==> config.mk <==
export PLATFORM = sky130hd
export DESIGN_NAME = clock_display_scan
export DESIGN_NICKNAME = d
export VERILOG_FILES = /design/src/rtl/clock_display_pkg.sv /design/src/rtl/clock_display_scan_bcd_to_seg7.sv /design/src/rtl/clock_display_scan.sv
export SDC_FILE = /design/constraint.sdc
export NUM_CORES = 1
export LEC_CHECK = 0
export CORE_MARGIN = 5
export CORE_UTILIZATION = 54
export CTS_CLUSTER_DIAMETER = 60
export CTS_CLUSTER_SIZE = 28
export DETAILED_ROUTE_END_ITERATION = 8
export PLACE_DENSITY_LB_ADDON = 0.05
export SYNTH_ARGS = -nofsm -noshare
export SYNTH_HDL_FRONTEND = slang
export SYNTH_SLANG_ARGS = --single-unit
==> constraint.sdc <==
create_clock -name clk -period 6.3 [get_ports clk]
set_clock_uncertainty 0.05 [all_clocks]
set_input_delay 0.63 -clock clk [delete_from_list [all_inputs] [get_ports clk]]
set_output_delay 0.63 -clock clk [all_outputs]
set_load 0.02 [all_outputs]
==> src/rtl/clock_display_pkg.sv <==
// Shared constants for the 6-digit multiplexed clock display.
// Latency: n/a (constants only).
// Backpressure: none.
package clock_display_pkg;

  // Active-low segment patterns, bit order {g,f,e,d,c,b,a}
  localparam logic [6:0] SEG_0    = 7'b1000000;
  localparam logic [6:0] SEG_1    = 7'b1111001;
  localparam logic [6:0] SEG_2    = 7'b0100100;
  localparam logic [6:0] SEG_3    = 7'b0110000;
  localparam logic [6:0] SEG_4    = 7'b0011001;
  localparam logic [6:0] SEG_5    = 7'b0010010;
  localparam logic [6:0] SEG_6    = 7'b0000010;
  localparam logic [6:0] SEG_7    = 7'b1111000;
  localparam logic [6:0] SEG_8    = 7'b0000000;
  localparam logic [6:0] SEG_9    = 7'b0010000;
  localparam logic [6:0] SEG_DASH = 7'b0111111;
  localparam logic [6:0] SEG_OFF  = 7'b1111111;

  // All digit enables released (active low)
  localparam logic [5:0] AN_OFF = 6'b111111;

  // Scan slot order, rightmost digit first
  localparam logic [2:0] SLOT_S0 = 3'd0;
  localparam logic [2:0] SLOT_S1 = 3'd1;
  localparam logic [2:0] SLOT_M0 = 3'd2;
  localparam logic [2:0] SLOT_M1 = 3'd3;
  localparam logic [2:0] SLOT_H0 = 3'd4;
  localparam logic [2:0] SLOT_H1 = 3'd5;

  // Slots whose decimal point forms the HH:MM:SS colons
  localparam logic [5:0] COLON_SLOTS = 6'b010100;

endpackage

==> src/rtl/clock_display_scan_bcd_to_seg7.sv <==
// BCD digit to active-low 7-segment pattern; codes 10-15 show a dash.
// Latency: combinational.
// Backpressure: none.
module bcd_to_seg7
  import clock_display_pkg::*;
(
  input  logic [3:0] bcd,
  output logic [6:0] seg
);

  // Table lookup, invalid BCD falls through to the dash
  always_comb begin
    seg = SEG_DASH;
    case (bcd)
      4'd0: seg = SEG_0;
      4'd1: seg = SEG_1;
      4'd2: seg = SEG_2;
      4'd3: seg = SEG_3;
      4'd4: seg = SEG_4;
      4'd5: seg = SEG_5;
      4'd6: seg = SEG_6;
      4'd7: seg = SEG_7;
      4'd8: seg = SEG_8;
      4'd9: seg = SEG_9;
      default: seg = SEG_DASH;
    endcase
  end

endmodule

==> src/rtl/clock_display_scan.sv <==
// Time-multiplexed HH:MM:SS 7-segment driver with per-frame snapshot and alarm blink.
// Latency: an/seg/dp registered, 1 clk behind the scan state.
// Backpressure: none; inputs are sampled once per frame.
module clock_display_scan
  import clock_display_pkg::*;
#(
  parameter int SCAN_DIV     = 4,
  parameter int BLINK_FRAMES = 2,
  parameter int BLANK_LEAD   = 1
) (
  input  logic       clk,
  input  logic       reset,
  input  logic [1:0] H_in1,
  input  logic [3:0] H_in0,
  input  logic [3:0] M_in1,
  input  logic [3:0] M_in0,
  input  logic [3:0] S_in1,
  input  logic [3:0] S_in0,
  input  logic       Alarm,
  output logic [5:0] an,
  output logic [6:0] seg,
  output logic       dp
);

  localparam int DIV_W = (SCAN_DIV > 2) ? $clog2(SCAN_DIV) : 1;
  localparam int BLK_W = (BLINK_FRAMES > 1) ? $clog2(BLINK_FRAMES) : 1;

  logic [DIV_W-1:0] div_cnt;
  logic [2:0]       digit_idx;
  logic [BLK_W-1:0] blink_cnt;
  logic             blink_off;
  logic             tick;
  logic             frame_end;
  logic [1:0]       snap_h1;
  logic [3:0]       snap_h0, snap_m1, snap_m0, snap_s1, snap_s0;
  logic [3:0]       slot_digit;
  logic [6:0]       slot_seg;
  logic             lead_blank;

  assign tick      = (div_cnt == DIV_W'(SCAN_DIV - 1));
  assign frame_end = tick && (digit_idx == SLOT_H1);

  // Slot divider and digit rotation
  always_ff @(posedge clk) begin
    if (reset) begin
      div_cnt   <= '0;
      digit_idx <= SLOT_S0;
    end else begin
      div_cnt <= tick ? '0 : div_cnt + DIV_W'(1);
      if (tick) digit_idx <= (digit_idx == SLOT_H1) ? SLOT_S0 : digit_idx + 3'd1;
    end
  end

  // Capture all digits together at frame boundaries so a frame never tears
  always_ff @(posedge clk) begin
    if (reset) begin
      snap_h1 <= '0;
      snap_h0 <= '0;
      snap_m1 <= '0;
      snap_m0 <= '0;
      snap_s1 <= '0;
      snap_s0 <= '0;
    end else if (frame_end) begin
      snap_h1 <= H_in1;
      snap_h0 <= H_in0;
      snap_m1 <= M_in1;
      snap_m0 <= M_in0;
      snap_s1 <= S_in1;
      snap_s0 <= S_in0;
    end
  end

  // Alarm blink: toggle visibility every BLINK_FRAMES frames, clear when alarm drops
  always_ff @(posedge clk) begin
    if (reset || !Alarm) begin
      blink_cnt <= '0;
      blink_off <= 1'b0;
    end else if (frame_end) begin
      if (blink_cnt == BLK_W'(BLINK_FRAMES - 1)) begin
        blink_cnt <= '0;
        blink_off <= ~blink_off;
      end else begin
        blink_cnt <= blink_cnt + BLK_W'(1);
      end
    end
  end

  // Pick the snapshot digit for the active slot
  always_comb begin
    slot_digit = 4'd0;
    case (digit_idx)
      SLOT_S0: slot_digit = snap_s0;
      SLOT_S1: slot_digit = snap_s1;
      SLOT_M0: slot_digit = snap_m0;
      SLOT_M1: slot_digit = snap_m1;
      SLOT_H0: slot_digit = snap_h0;
      SLOT_H1: slot_digit = {2'b00, snap_h1};
      default: slot_digit = 4'd0;
    endcase
  end

  bcd_to_seg7 u_dec (
    .bcd (slot_digit),
    .seg (slot_seg)
  );

  assign lead_blank = (BLANK_LEAD != 0) && (digit_idx == SLOT_H1) && (snap_h1 == 2'd0);

  // Registered display drive; blank phase and leading-zero suppression force all-off
  always_ff @(posedge clk) begin
    if (reset || blink_off || lead_blank) begin
      an  <= AN_OFF;
      seg <= SEG_OFF;
      dp  <= 1'b1;
    end else begin
      an  <= ~(6'b000001 << digit_idx);
      seg <= slot_seg;
      dp  <= ~COLON_SLOTS[digit_idx];
    end
  end

endmodule
==> impl_metrics.ini, run 1 <==
[cts]
clock_latency_ns = 0.35
ctsHoldBuffers = 0
clock-sinks = 44
cts_made_buffers = 5
cts_root_buf = clkbuf_4
cts.repair.resized = 0
ctsHtreeMaxLevel = 2
cts_buffer_depth = 2
post_cts_buffers = 0
cts_tree = done
clk_pin_slew_ns = 0.12

[global_route]
grt_usage_pct = 16.83
met2_usage_pct = 26.70
grt_overflow = 0
grt-busiest-layer = met2
met1_usage_pct = 21.01
grt_pass1_wl_mm = 5.913
grt_pass1_vias = 1345
antenna_found_initial = 0
use_met3_pct = 4.052
grt_max_degree = 31

[routing]
ant_nets = 0
route.detailed.drc = 0
vias = 1491
wire_per_inst_um = 12.33
drt-vias-per-instance = 5.177
drt_iter0_drc = 77
drtPass1Iterations = 4
drt-total-wl_mm = 3.551

[layout]
layout-drive-gt1-share_pct = 7.438
layout.nets = 274
antenna_cells = 0
layout.cells.non_filler = 288
area_delta_synth_final_pct = 25.30

[timing]
max_freq_mhz = 409.2
setup-tns-final_ns = 0
period_needed_ns = 2.444
post-route-period-util_pct = 38.79
hold_violations = 0
finalSetupViolations = 0
slew_headroom_pct = 33.51
rsz0062_at_grt = false
slew_violations = 0
tightest_slew_ns = 0.9942

[placed_design]
dp_cells = 281
port_buffers = 38
globalplace.congestion = 0.8381
hpwl_mm = 2.675

[worst_setup_path]
critPathArrivalTime_ns = 2.62
end_kind = flip-flop
r2r-start = digit_idx[1]
startpoint_type = primary input
required_ns = 6.47
critPathKind = primary input to flip-flop
crit_fanout = 30
cp-startpoint = reset

[power]
power_density_nw_per_um2 = 229.4
vdd_drop_max_mv = 0.1384
p_leak_nw = 0.8216

[yosys]
syn_nets = 242
yosys_most_used_dff = dfxtp_1
synth.area.top_cells = dfxtp_1, nand2_1, a21oi_1, ha_1, nor2_1
syn_inst = 210
syn_area_um2 = 1849
yosys.area.top_type = dfxtp_1
synth.distinct_cells = 45
synth_warnings = 0
syn_avg_cell_area_um2 = 8.806
yosysSeqAreaShare_pct = 47.63
yosysTopAreaCellShare_pct = 47.63
synth-edff-count = 0
synthArstFlopShare_pct = 0
ys_ff_latch = 44

[die]
ioPinCount = 39
die_h_um = 68.52
start_util_pct = 55.42
dieArea_um2 = 4695
rows = 21
die_w_um = 68.52
core_um2 = 3337

[flow_run]
cap_violations = 0

[hold_path]
hold_path_class = flip-flop to flip-flop

[run_status]
outcome = complete, no violations
## cells in the mapped netlist (2+ instances only)
cell / number
ha_1: 7
nor2b_1: 2
a21oi_1: 27
xnor2_1: 2
o21ai_0: 2
buf_2: 3
mux2i_1: 3
nor2_1: 10
dfxtp_1: 44
a211oi_1: 2
nand3_1: 2
nand3b_1: 2
and2_1: 2
clkbuf_1: 6
a32oi_1: 2
nand2_1: 55
a22oi_1: 4
inv_1: 5
buf_4: 3
o31ai_1: 2
## report_power, final
part           leakage (nW)  switching (W)  internal (W)  total [W]
logic                 0.412      0.0000154     0.0000229  0.0000383
clock network        0.0513      0.0000849      0.000121   0.000206
registers             0.358     0.00000337      0.000283   0.000287
## per-layer routing
metal | part of all wire, % | routed length, µm
met5 | 0 | 0
met4 | 2.0 | 70
met3 | 5.4 | 192
met2 | 45 | 1594
met1 | 48 | 1693
## state kept, by name, indices dropped and copies added, names as in the netlist, 2 cells and up, named ones only
name	flops
snap_h1	2
digit_idx	3
snap_h0	4
div_cnt	2
an	6
snap_m1	4
seg	7
snap_s0	4
snap_s1	4
snap_m0	4
## path summary, 6_finish.rpt
kind / endpoint / slack, ns / cells past startpoint
min reg2reg: dp / 0.33 / 1
min: dp / 0.33 / 1
max: seg[5] / 3.86 / 5
max reg2reg: seg[3] / 3.93 / 8
## logic make-up after synthesis
logic type               share of synthesized area, %
AND/OR/NAND/NOR                                 20.84
AO/OA/AOI/OAI                                   15.22
flip-flops                                      47.63
buffers and inverters                           5.277
multiplexers                                    4.871
adder cells (fa/ha/maj)                         4.736
XOR/XNOR                                        1.421
## worst max-delay path, stage by stage
cell	delay, ns
clkdlybuf4s50_1	0.91
nor2_1	0.44
o31ai_1	0.20
nor4b_4	0.36
a31oi_1	0.07
## placed cells by master (no fill, tap or decap), types with 2 or more instances in the layout
cell type and count:
a32oi_1 2, a22oi_1 4, mux2i_1 3, bufinv_16 2, nand3b_1 2, a211oi_1 2, clkbuf_4 5, a21oi_1 27
nor2_1 10, nor2b_1 2, xnor2_1 2, nand3_1 2, o31ai_1 2, inv_1 5, ha_1 7, and2_1 2
dfxtp_1 44, o21ai_0 2, nand2_1 55, clkdlybuf4s50_1 38
## cell type report
class                   count  area (µm²)
fillers                   291        1020
well taps                  46       57.56
clock buffers               5       37.54
repair buffers             39       387.9
clock inverters             2       60.06
multi-input cells         146       870.8
inverters                   6       22.52
flip-flops and latches     44       880.8
## per-stage QoR
stage / hold WS (ns) / area [µm²] / worst slack, ns / power (W) / utilization [%]
final: 0.3251 / 2317 / 3.856 / 0.0005315 / 69.44
after global routing: 0.3437 / 2317 / 3.642 / 0.0005510 / 69.44
after CTS: 0.3266 / 2317 / 3.875 / 0.0005353 / 69.44
after detailed placement: 0.2988 / 2220 / 3.493 / 0.0003315 / 66.52
after global placement: 0.3007 / 2220 / 3.566 / 0.0003306 / 66.52
after floorplan: 0.2934 / 1849 / 4.273 / 0.0003090 / -
No activity file was read; power rests on OpenSTA's default activity.
==> inputs of run 2 (changes only) <==
Settings changed: CORE_UTILIZATION 54 to 45.
Clock period 6.3 ns to 2.1 ns, I/O delays scaled along.
==> run 2 against run 1 <==
Critical path depth rose by 4. Routed wire length rose by 16%. Setup slack got worse by 3.8 ns. Final cell count rose by 8.3%. Clock-buffer cell count rose by 1. First-iteration DRC count fell by 12%. Clock power rose to 2.6 times the previous value. Critical path type is now flip-flop to flip-flop. Global-route usage fell by 0.58 points. Hold slack got worse by 0.011 ns. Register-to-register slack got worse by 3.9 ns. Combinational power rose to 3.4 times the previous value. Largest power group unchanged. Power rose to 2.9 times the previous value.
==> impl_metrics.ini, run 2 (synthesized netlist as in run 1, its figures left out) <==
[timing]
post-route-period-util_pct = 97.48
setup-tns-final_ns = 0
max_freq_mhz = 488.5
slew_violations = 0
rsz0062_at_grt = true
hold_violations = 0
holdWs_ns = 0.3145
fin_ws_ns = 0.05287
tightest_slew_ns = 0.7609
slew_headroom_pct = 48.97
period_needed_ns = 2.047
finalSetupViolations = 0

[routing]
drtPass1Iterations = 4
drt_iter0_drc = 68
drt-total-wl_mm = 4.109
ant_nets = 0
wire_per_inst_um = 13.17
vias = 1528
route.detailed.drc = 0
drt-vias-per-instance = 4.897

[placed_design]
post_dp_cell_area_um2 = 2330
globalplace.congestion = 0.7949
dp_slack_ns = -0.1271
hpwl_mm = 3.075
dp_cells = 299
port_buffers = 38

[hold_path]
hold_path_class = flip-flop to flip-flop

[power]
p_leak_nw = 0.9479
p_int_w = 0.001188
comb_power_share_pct = 8.6
swShare_pct = 21.85
p_sw_w = 0.0003323
power_density_nw_per_um2 = 597.0
vdd_drop_max_mv = 0.4142
clock_power_share_pct = 35.1
pwr-share-seq_pct = 56.3

[layout]
nFillCells = 325
final_common_cell = nand2_1
area_delta_synth_final_pct = 37.75
antenna_cells = 0
largest_register = seg
top_regs = seg (7), an (6)
post-route-cell-area_um2 = 2547
layout.cells.non_filler = 312
layout-drive-gt1-share_pct = 19.47
layout.nets = 293
final_cell_mix = nand2_1, dfxtp_1, clkdlybuf4s50_1
largest_reg_flops = 7

[worst_setup_path]
startpoint_type = flip-flop
cp-startpoint = digit_idx[1]
end_kind = flip-flop
critPathArrivalTime_ns = 2.17
critPathKind = flip-flop to flip-flop
required_ns = 2.22
r2r-start = digit_idx[1]
crit_fanout = 4
reg2reg_slack_ns = 0.05

[global_route]
grt_max_degree = 30
grt_pass1_wl_mm = 6.706
grt_pass1_vias = 1483
antenna_found_initial = 0
grt_usage_pct = 16.25
grt_overflow = 0

[die]
ioPinCount = 39
rows = 23
core_um2 = 4000
die_h_um = 74.11
dieArea_um2 = 5492
start_util_pct = 46.23
die_w_um = 74.11

[cts]
clock_latency_ns = 0.29
ctsHtreeMaxLevel = 2
cts_buffer_depth = 2
cts_made_buffers = 5
ctsHoldBuffers = 0
cts_root_buf = clkbuf_8
clk_pin_slew_ns = 0.08
clock-sinks = 44
cts_tree = done

[flow_run]
cap_violations = 0

[run_status]
outcome = complete, no violations
-- run 2: changes by cell type in the layout (fill, tap and decap cells not counted), moves of 3 or more --
cell,previous run,this run
ha_4,0,3
clkbuf_8,0,6
dfxtp_1,44,41
buf_6,0,3
ha_1,7,4
clkbuf_4,5,0
buf_4,1,17
-- run 2: power groups by stage --
stage	Clock, W	Sequential (W)	Combinational, W
floorplan	0	0.000886	0.0000405
global placement	0	0.000876	0.000127
detailed placement	0	0.000877	0.000130
CTS	0.000553	0.000856	0.000131
global route	0.000602	0.000858	0.000141
finish	0.000533	0.000856	0.000132
-- run 2: timing repair --
item | CTS | global route
endpoints found under the setup margin | 7 | 7
gates resized for setup | 8 | 15
pin swaps | 2 | 8
setup buffers | 2 | 3
-- run 2: path summary, 6_finish.rpt --
check	endpoint	cells past startpoint
worst max-delay path	seg[3]	9
worst min-delay path	dp	1
worst min register to register	dp	1
worst max register to register	seg[3]	9
-- run 2: critical path: stages, from the launching register on --
cell	delay [ns]
dfxtp_4	0.35
buf_6	0.12
and2_4	0.15
ha_4	0.16
a222oi_1	0.33
a21boi_4	0.30
inv_2	0.09
ha_4	0.16
mux2i_1	0.13
a21oi_1	0.09
-- run 2: layout make-up --
cell class / instances / area (µm²) / area share (%)
Clock inverter: 2 / 10.01 / 0.3929
Multi-Input combinational cell: 146 / 938.4 / 36.84
Tap cell: 50 / 62.56 / 2.456
Inverter: 6 / 22.52 / 0.8841
Timing Repair Buffer: 58 / 541.8 / 21.27
Sequential cell: 44 / 889.6 / 34.92
Clock buffer: 6 / 82.58 / 3.242
-- run 2: metal layers --
layer	vias up	share of wire [%]	GRT usage, %
li1	805	-	-
met1	674	45	20.08
met2	39	47	26.08
met3	10	5.9	5.135
met4	0	2.2	7.042
met5	-	0	0
-- run 2: per-stage QoR --
stage	util, %	total power (W)
floorplan	-	0.0009269
detailed placement	58.24	0.001007
global route	63.68	0.001601
finish	63.68	0.001521
global placement	58.24	0.001004
CTS	61.56	0.001540
==> inputs of run 3 (changes only) <==
Settings changed: CORE_UTILIZATION 45 to 55, DONT_BUFFER_PORTS set to 1.
==> run 3 against run 2 <==
Cell area shrank 6.4%. Clock-buffer cell count is the same. Largest power group unchanged. Via count grew 0.33%. Core utilization grew 8.9 points. Combinational power shrank 29%. Setup slack lost 0.030 ns. Routed wire length shrank 4.4%. Critical path type unchanged. Hold slack lost 0.31 ns. Register-to-register slack lost 0.03 ns.
==> impl_metrics.ini, run 3 (synthesized netlist as in run 1, its figures left out) <==
[run_status]
outcome = complete, no violations

[cts]
cts_tree = done
ctsHtreeMaxLevel = 2
cts_buffer_depth = 2
clock-sinks = 44
cts_root_buf = clkbuf_4
cts_made_buffers = 5
clock_latency_ns = 0.34
clk_pin_slew_ns = 0.12

[routing]
route.detailed.drc = 0
drt-total-wl_mm = 3.927
vias = 1533
drt-vias-per-instance = 5.250
drt_iter0_drc = 120
drtPass1Iterations = 4
ant_nets = 0
wire_per_inst_um = 13.45

[die]
rows = 21
start_util_pct = 56.30
core_um2 = 3284
die_w_um = 67.99
die_h_um = 67.99
dieArea_um2 = 4622
ioPinCount = 39

[worst_setup_path]
max_stage_delay_ns = 0.37
reg2reg_slack_ns = 0.02
crit_path_frequent_cell = ha_4
r2r-start = digit_idx[1]
cp_slowest_cell = dfxtp_4
crit_fanout = 4
required_ns = 2.28
cp_cell_sequence = buf_6 > and2_4 > ha_4 > a222oi_1 > a21boi_4 > ha_4 > mux2i_1 > a21oi_1
end_kind = flip-flop
reg2reg_depth = 8
critPathArrivalTime_ns = 2.26
critPathKind = flip-flop to flip-flop
startpoint_type = flip-flop
cp-startpoint = digit_idx[1]

[layout]
final_common_cell = nand2_1
area_delta_synth_final_pct = 28.96
regArea_um2 = 887.1
antenna_cells = 0
largest_register = seg
nFillCells = 248
final_cell_mix = nand2_1, dfxtp_1, a21oi_1
multiInputGateArea_um2 = 975.9
largest_reg_flops = 7
layout-drive-gt1-share_pct = 20.33
final_core_util_pct = 72.61
top_regs = seg (7), an (6)
layout.nets = 278

[placed_design]
hpwl_mm = 2.757
port_buffers = 0
globalplace.congestion = 0.9039

[hold_path]
min_from = reset
worstHoldPathCells = 2
hold_path_class = primary input to flip-flop

[flow_run]
cap_violations = 0

[global_route]
grt_pass1_wl_mm = 6.582
grt_pass1_vias = 1435
grt_overflow = 0
antenna_found_initial = 0
grt_usage_pct = 19.03
grt_max_degree = 30

[power]
p_leak_nw = 0.8797
p_total_w = 0.001333
vdd_drop_max_mv = 0.3538
power_density_nw_per_um2 = 558.8

[timing]
max_freq_mhz = 481.4
period_needed_ns = 2.077
hold_violations = 0
finalSetupViolations = 0
post-route-period-util_pct = 98.91
slew_violations = 0
tightest_slew_ns = 1.012
slew_headroom_pct = 32.50
rsz0062_at_grt = true
-- run 3: report_power, final --
part	internal (W)	switching [W]	total, W
clock network	0.000124	0.000245	0.000368
logic	0.0000551	0.0000386	0.0000937
registers	0.000850	0.0000211	0.000871
-- run 3: path summary, 6_finish.rpt --
path,end
min,blink_off
max reg2reg,seg[3]
min reg2reg,dp
max,seg[3]
-- run 3: critical path, delay by kind of cell (launching register included) --
family	cells	cell delay, ns
AO/OA/AOI/OAI	3	0.75
adder cells (fa/ha/maj)	2	0.39
flip-flops	1	0.37
AND/OR/NAND/NOR	1	0.15
multiplexers	1	0.14
buffers and inverters	1	0.12
-- run 3: area by class of cell --
cell class,instances,area share [%]
Multi-Input combinational cell,146,40.92
Sequential cell,44,37.20
Timing Repair Buffer,43,16.58
Tap cell,46,2.413
Clock buffer,6,1.731
Inverter,6,0.9444
Clock inverter,1,0.2099
-- run 3: per-layer routing --
metal	track usage [%]	vias up	routed length, µm
li1	-	779	-
met1	24.52	695	1743
met2	30.69	51	1816
met3	6.076	8	307
met4	4.963	0	59
met5	0	-	0
-- run 3: what timing repair did --
action	4_1_cts	5_1_grt
buffers inserted	2	2
setup endpoints to repair	7	7
pin swaps	5	7
hold endpoints to repair	32	0
gates resized for setup	16	11
hold buffers	25	0
-- run 3: stage by stage --
stage                     cells  hold slack [ns]  cell area, µm²  TNS (ns)  setup slack, ns
after CTS                   290        0.0001165            2315         0          0.01544
after global placement      256           0.2330            1937   -0.5811          -0.1204
final                       292         0.006038            2385         0          0.02281
after global routing        292        -0.007327            2385   -0.7334          -0.1303
after floorplan             210           0.2878            1849         0          0.07270
after detailed placement    256           0.2342            1937   -0.8593          -0.1802
